## src/rtl/rbcla_serial_subtractor.sv

```systemverilog
// Multi-cycle unsigned subtractor: D = X - Y evaluated one BLK-bit
// carry look-ahead block per clock, with the block carry held between cycles.

module rbcla_blk #(
  parameter int BLK = 4
) (
  input  logic [BLK-1:0] a,
  input  logic [BLK-1:0] b,
  input  logic           cin,
  output logic [BLK-1:0] s,
  output logic [BLK:0]   c
);
  logic [BLK-1:0] g, p;
  assign g = a & b;
  assign p = a ^ b;

  // Each carry is a flat sum-of-products over g/p/cin, not a chain.
  always_comb begin
    logic acc, term;
    c = '0;
    c[0] = cin;
    for (int i = 0; i < BLK; i++) begin
      acc = cin;
      for (int k = 0; k <= i; k++) acc = acc & p[k];
      for (int j = 0; j <= i; j++) begin
        term = g[j];
        for (int k = j + 1; k <= i; k++) term = term & p[k];
        acc = acc | term;
      end
      c[i+1] = acc;
    end
  end

  assign s = p ^ c[BLK-1:0];
endmodule

module rbcla_serial_subtractor #(
  parameter int WIDTH = 31,
  parameter int BLK   = 4
) (
  input  logic             clk,
  input  logic             rst_n,
  input  logic             in_valid,
  output logic             in_ready,
  input  logic [WIDTH-1:0] x,
  input  logic [WIDTH-1:0] y,
  output logic             out_valid,
  input  logic             out_ready,
  output logic [WIDTH-1:0] d,
  output logic             borrow,
  output logic             busy
);
  localparam int NB   = (WIDTH + BLK - 1) / BLK;
  localparam int LAST = WIDTH - (NB - 1) * BLK;
  localparam int BW   = (NB > 1) ? $clog2(NB) : 1;
  localparam int CW   = $clog2(BLK + 1);

  typedef enum logic [1:0] {IDLE, RUN, DONE} state_t;
  state_t state, state_nx;

  logic [WIDTH-1:0] xr, yr, dr;
  logic [BW-1:0]    blk;
  logic             carry, borrow_r;

  logic [31:0]      sh;
  logic [BLK-1:0]   bx, by, s;
  logic [BLK:0]     c;
  logic             last, c_out;
  logic [CW-1:0]    csel;
  logic [WIDTH-1:0] dmask, dnew;

  assign sh   = 32'(blk) * BLK;
  // Right shift zero-fills, so bits past WIDTH-1 in the last block read as 0.
  assign bx   = BLK'(xr >> sh);
  assign by   = BLK'(yr >> sh);
  assign last = (blk == BW'(NB - 1));

  rbcla_blk #(.BLK(BLK)) u_blk (.a(bx), .b(by), .cin(carry), .s(s), .c(c));

  // Final carry comes from bit WIDTH-1, never from the zero padding above it.
  assign csel  = last ? CW'(LAST) : CW'(BLK);
  assign c_out = c[csel];
  assign dmask = WIDTH'({BLK{1'b1}}) << sh;
  assign dnew  = (dr & ~dmask) | (WIDTH'(s) << sh);

  always_ff @(posedge clk or negedge rst_n)
    if (!rst_n) state <= IDLE;
    else        state <= state_nx;

  always_comb begin
    state_nx = state;
    case (state)
      IDLE:    if (in_valid)  state_nx = RUN;
      RUN:     if (last)      state_nx = DONE;
      DONE:    if (out_ready) state_nx = IDLE;
      default:                state_nx = IDLE;
    endcase
  end

  always_ff @(posedge clk or negedge rst_n) begin
    if (!rst_n) begin
      xr       <= '0;
      yr       <= '0;
      dr       <= '0;
      blk      <= '0;
      carry    <= 1'b0;
      borrow_r <= 1'b0;
    end else begin
      case (state)
        IDLE: if (in_valid) begin
          xr    <= x;
          yr    <= ~y;
          carry <= 1'b1;
          blk   <= '0;
        end
        RUN: begin
          dr    <= dnew;
          carry <= c_out;
          if (last) borrow_r <= ~c_out;
          else      blk      <= blk + 1'b1;
        end
        default: ;
      endcase
    end
  end

  assign in_ready  = (state == IDLE);
  assign out_valid = (state == DONE);
  assign busy      = (state != IDLE);
  assign d         = dr;
  assign borrow    = borrow_r;
endmodule

```

## config.mk

```make
export PLATFORM = sky130hd
export DESIGN_NAME = rbcla_serial_subtractor
export DESIGN_NICKNAME = d
export VERILOG_FILES = /design/src/rtl/rbcla_serial_subtractor.sv
export SDC_FILE = /design/constraint.sdc
export NUM_CORES = 1
export LEC_CHECK = 0
export ABC_CLOCK_PERIOD_IN_PS = 3100
export BUFFER_PORTS_ARGS = -buffer_cell sky130_fd_sc_hd__buf_2
export CAP_MARGIN = 20
export CORE_AREA = 2 2 99 101
export CTS_CLUSTER_SIZE = 25
export DETAILED_ROUTE_END_ITERATION = 7
export DIE_AREA = 0 0 101 103
export GPL_TIMING_DRIVEN = 0
export MAX_ROUTING_LAYER = met4
export PLACE_DENSITY = 0.73
export SLEW_MARGIN = 30
export SYNTH_ARGS = -nofsm -noshare
export SYNTH_HDL_FRONTEND = slang
export SYNTH_HIERARCHICAL = 1
export SYNTH_SLANG_ARGS = --single-unit
```

## constraint.sdc

```tcl
create_clock -name clk -period 3.1 [get_ports clk]
set_input_delay 0.93 -clock clk [delete_from_list [all_inputs] [get_ports clk]]
set_output_delay 0.93 -clock clk [all_outputs]
set_load 0.02 [all_outputs]
```

**Word level (Yosys, flattened, before mapping)**

Cells that the tools add are included.

- Register bits: 100
- Input bits: 66
- Logic and storage cells: 68

- $add $sub $neg: 1
- $lt $le $gt $ge: 1
- Equality and inequality tests: 7
- Shift operators: 4
- Mux-type cells: 12
- Bitwise logic cells: 28
- Reductions and logical operators: 8

Operators with widths:

| operator | count |
|---|---|
| 31-bit NOT | 2 |
| 31-bit by 5-bit right shift with 4-bit output | 2 |
| 31-bit bitwise AND | 1 |
| 31-bit OR | 1 |
| 4-bit by 5-bit left shift with 31-bit output | 1 |
| 4-bit by 5-bit left shift with 31-bit output, first input constant | 1 |
| 1-bit bitwise AND | 10 |
| 1-bit OR | 10 |
| 3-bit 2-to-1 mux | 3 |
| 4-bit XOR | 2 |
| 2-bit 2-to-1 mux | 3 |
| 2-bit != test, second input constant | 3 |
| 2-bit one-hot mux with 3 select lines | 1 |
| 3-bit one-hot mux with 2 select lines | 1 |
| 2-bit AND reduction | 3 |
| 3-bit AND reduction | 2 |
| 4-bit bitwise AND | 1 |
| 3-bit by 4-bit less-than comparator with 1-bit output, second input constant | 1 |
| 2-bit nonzero test | 2 |
| 3-bit by 1-bit adder with 3-bit output, second input constant | 1 |
| 1-bit binary-select mux with 3-bit select | 1 |
| 3-bit == test, second input constant | 1 |
| 2-bit by 1-bit == test with 1-bit output, second input constant | 1 |
| 2-bit == test, second input constant | 1 |
| 5 further kinds | 6 |

**Longest topological paths before layout**

- Word-level depth: 13
- Gate-level depth with buffers: 12

**Cells and area by module**

The synthesis kept the hierarchy.

Modules (own cells, without submodules):

| module | times used | cells an instance | area each (µm²) | sequential area each (µm²) |
|---|---|---|---|---|
| rbcla_serial_subtractor | 1 | 350 | 4,370.4 | 2,502.4 |
| rbcla_blk | 1 | 21 | 181.4 | 0.0 |

**Least setup slack after synthesis**

No wires, ideal clock.

- Kind: register to register
- Start: register blk[1]
- End: register dr[11] (netlist: d[11])
- Arrival time: 2,509 ps
- Data required time: 3,033 ps
- Setup slack: 525 ps
- Cell stages (with the launch flop): 12
- Path buffers: 2
- Period minus slack after synthesis: 2,575 ps
- Cell sequence: dfrtp_1 clkbuf_1 buf_2 mux4_2 nand2_1 nand2_1 ha_1 ha_1 o211ai_2 nand2_2 xor2_1 a22o_1

- Cells in the longest elaborated chain, start to end: 11
- Elaborated cells on any way between the ends: 19

RTL lines:

| element | line | RTL |
|---|---|---|
| from (decl) | 62 | `logic [BW-1:0] blk;` |
| from (signal assigned) | 120 | `else blk <= blk + 1'b1;` |
| 31-bit by 5-bit right shift with 4-bit output (*) | 74 | `assign bx = BLK'(xr >> sh);` |
| named net bx[0] | 66 | `logic [BLK-1:0] bx, by, s;` |
| 4-bit XOR | 15 | `assign p = a ^ b;` |
| 1-bit bitwise AND (3 in series) | 24 | `for (int k = 0; k <= i; k++) acc = acc & p[k];` |
| 1-bit OR (*) (3 in series) | 28 | `acc = acc \| term;` |
| named net c[3] | 67 | `logic [BLK:0] c;` |
| 4-bit XOR (*) | 34 | `assign s = p ^ c[BLK-1:0];` |
| named net s[3] | 66 |  |
| 4-bit by 5-bit left shift with 31-bit output (*) | 84 | `assign dnew = (dr & ~dmask) \| (WIDTH'(s) << sh);` |
| 31-bit OR (*) | 84 |  |
| to (signal assigned) | 117 | `dr <= dnew;` |
| to (decl) | 61 | `logic [WIDTH-1:0] xr, yr, dr;` |

The timed path passes the listed nets; every way through them passes the cells marked *.
A chain may end at the register's enable or synchronous reset.

**Worst setup path after layout**

- Start: register blk[1]
- End: register dr[19] (netlist: d[19])

Same word-level chain as after synthesis.

==> results.py <==
metrics = {
    "outcome": {
        "status": "finished clean",
    },
    "global_routing": {
        "antenna_found_initial": 1,
        "overflow": 0,
        "grt_max_degree": 53,
        "grt_util_all_layers_pct": 21.3,
        "grt_pass1_vias": 3273,
        "grt_pass1_wl_um": 16300,
    },
    "clock_network": {
        "postCtsSetupBuffers": 0,
        "ctsHtreeMaxLevel": 3,
        "clk_latency_ps": 370,
        "cts_tree": "done",
        "cts_buffers": 9,
        "clk_path_buf_depth": 2,
        "clock_sinks": 100,
        "cts_root_buf": "clkbuf_8",
        "path_clk_slew_ps": 100,
        "holdBufCountCts": 0,
    },
    "setup_path": {
        "cp_data_arrival_time_ps": 3230,
        "crit_chain": "buf_2, mux4_2, nand2_1, nand2_1, ha_1, ha_1, o211ai_2, nand2_2, xor2_2, a22o_1",
        "r2r_start": "blk[1]$_DFFE_PN0P_",
        "critPathCaptureType": "register",
        "required_ps": 3410,
        "reg2reg_slack_ps": 180,
        "worstSetupPathType": "register to register",
        "max_stage_delay_ps": 600,
        "crit_fanout": 11,
        "cp-start-kind": "register",
        "r2r-end": "d[19]$_DFFE_PN0N_",
        "r2r_cells": 10,
        "cp_slowest_cell": "dfrtp_1",
    },
    "die": {
        "die_w_um": 101,
        "initial_core_util_pct": 48.0,
        "rows": 36,
        "core_area_um2": 9460,
        "die_y_um": 103,
        "ios": 101,
        "die_area_um2": 10400,
    },
    "layout": {
        "final_area_um2": 5410,
        "seqCellArea_um2": 2500,
        "fill_cells": 838,
        "drive_above_1_share_pct": 37.1,
        "final_nets": 558,
        "multi_input_area_um2": 1890,
        "areaGrowthSynthToFinish_pct": 19.2,
    },
    "drt": {
        "dr.pass1.iters": 4,
        "drt_iter0_markers": 78,
        "vias_per_cell": 5.36,
        "final_antenna_net_count": 0,
        "wl_per_cell_um": 16.7,
        "vias": 3213,
        "drc": 0,
        "drt_wl_total_um": 10000,
    },
    "logic_synthesis": {
        "synthesis.area_um2": 4540,
        "yosys_warnings": 6,
        "syn-num-nets": 447,
        "synth_cells": 369,
        "synth_area_per_cell_um2": 12.3,
    },
    "sta": {
        "tightest_slew_ps": 472,
        "skew_ps": 17.4,
        "timing.final.ws_setup_ps": 176,
        "finalSetupViolCount": 0,
        "finalSetupTns_ps": 0,
        "period_share_pct": 94.3,
        "hold_viol": 0,
        "relSlewSlack_pct": 67.7,
        "rsz0062_at_grt": "false",
        "fmax_mhz": 342,
        "slew_viol_final": 0,
        "whs_ps": 486,
        "period_needed_ps": 2920,
    },
    "power": {
        "power.density_nw_per_um2": 1250,
        "p_leak_nw": 2.71,
        "finalPower_mw": 6.76,
        "ir_worst_vdd_v": 0.000583,
    },
    "place": {
        "place_ws_ps": -220,
        "dpl_cell_area_um2": 5220,
        "io_buffers": 100,
        "hpwlAfterDp_um": 7350,
        "gp_congestion": 0.815,
    },
    "min_path": {
        "holdPathStages": 2,
        "holdPathEnd": "yr[5]$_DFFE_PN0P_",
        "hp-class": "register to register",
        "min-delay-start": "yr[5]$_DFFE_PN0P_",
    },
    "run": {
        "maxCapViolations": 0,
    },
}
-- cells in the final DEF (no fill, tap or decap), types with 10 or more instances in the layout --
| cell | instances |
|---|---|
| o21ai_0 | 34 |
| inv_1 | 10 |
| mux2_2 | 26 |
| nand2_1 | 61 |
| mux4_2 | 12 |
| dfrtp_1 | 100 |
| a22o_1 | 35 |
| buf_2 | 107 |
| clkbuf_8 | 10 |
| ha_1 | 11 |
-- routing by layer --
| layer | share of wire [%] | vias up | GRT usage, % |
|---|---|---|---|
| met2 | 46 | 97 | 32.8 |
| met3 | 4.7 | 13 | 4.68 |
| met1 | 47 | 1561 | 28.0 |
| met4 | 1.8 | 0 | 7.59 |
| li1 | - | 1542 | - |
| met5 | 0 | - | - |
-- power by group --
| part | leakage [nW] | internal [mW] | switching, mW | total [mW] |
|---|---|---|---|---|
| sequential | 1.23 | 1.94 | 0.351 | 2.29 |
| clock | 0.100 | 0.330 | 0.482 | 0.812 |
| combinational | 1.38 | 1.58 | 2.08 | 3.66 |
-- worst max-delay path, delay by kind of cell, from the launching register on --
family,cells,cell delay (ps)
compound gates,2,380
xor+xnor,1,350
fa+ha+maj,2,510
buf+inv,1,370
flops,1,600
mux,1,360
simple gates,3,290
-- timing repair --
item / in CTS / in global routing
resized for setup: 2 / 0
endpoints found under the hold margin: 0 / 0
setup endpoints to repair: 15 / 0
-- worst max-delay path by stage --
stage	startpoint	to	slack (ps)	depth (start not counted)
after floorplan	blk[1]$_DFFE_PN0P_	d[11]$_DFFE_PN0N_	520	11
after global placement	blk[1]$_DFFE_PN0P_	d[19]$_DFFE_PN0N_	-120	11
after detailed placement	blk[1]$_DFFE_PN0P_	d[19]$_DFFE_PN0N_	-220	11
after CTS	blk[1]$_DFFE_PN0P_	d[19]$_DFFE_PN0N_	160	10
after global routing	blk[0]$_DFFE_PN0P_	d[19]$_DFFE_PN0N_	20	10
final	blk[1]$_DFFE_PN0P_	d[19]$_DFFE_PN0N_	180	10
-- state kept, by name, summed over array words and instances, names as in the netlist --
signal	flops
xr	31
blk	3
borrow	1
d	31
state	2
carry	1
yr	31
-- metrics by stage --
| step | instances | utilization [%] |
|---|---|---|
| 2_1_floorplan | 369 | - |
| 3_3_place_gp | 583 | 54.8 |
| 3_5_place_dp | 584 | 55.2 |
| 4_1_cts | 599 | 57.2 |
| 5_1_grt | 600 | 57.2 |
| 6_report | 600 | 57.2 |
-- area by class of cell --
class | count | area share [%]
tap | 114 | 2.63
clock buffer | 10 | 2.54
multi-input combinational | 235 | 34.9
inverter | 11 | 0.763
clock inverter | 6 | 0.948
sequential | 100 | 46.2
buffer | 22 | 2.06
antenna | 1 | 0.0462
timing repair buffer | 101 | 9.87
(Power assumes the default switching activity.)
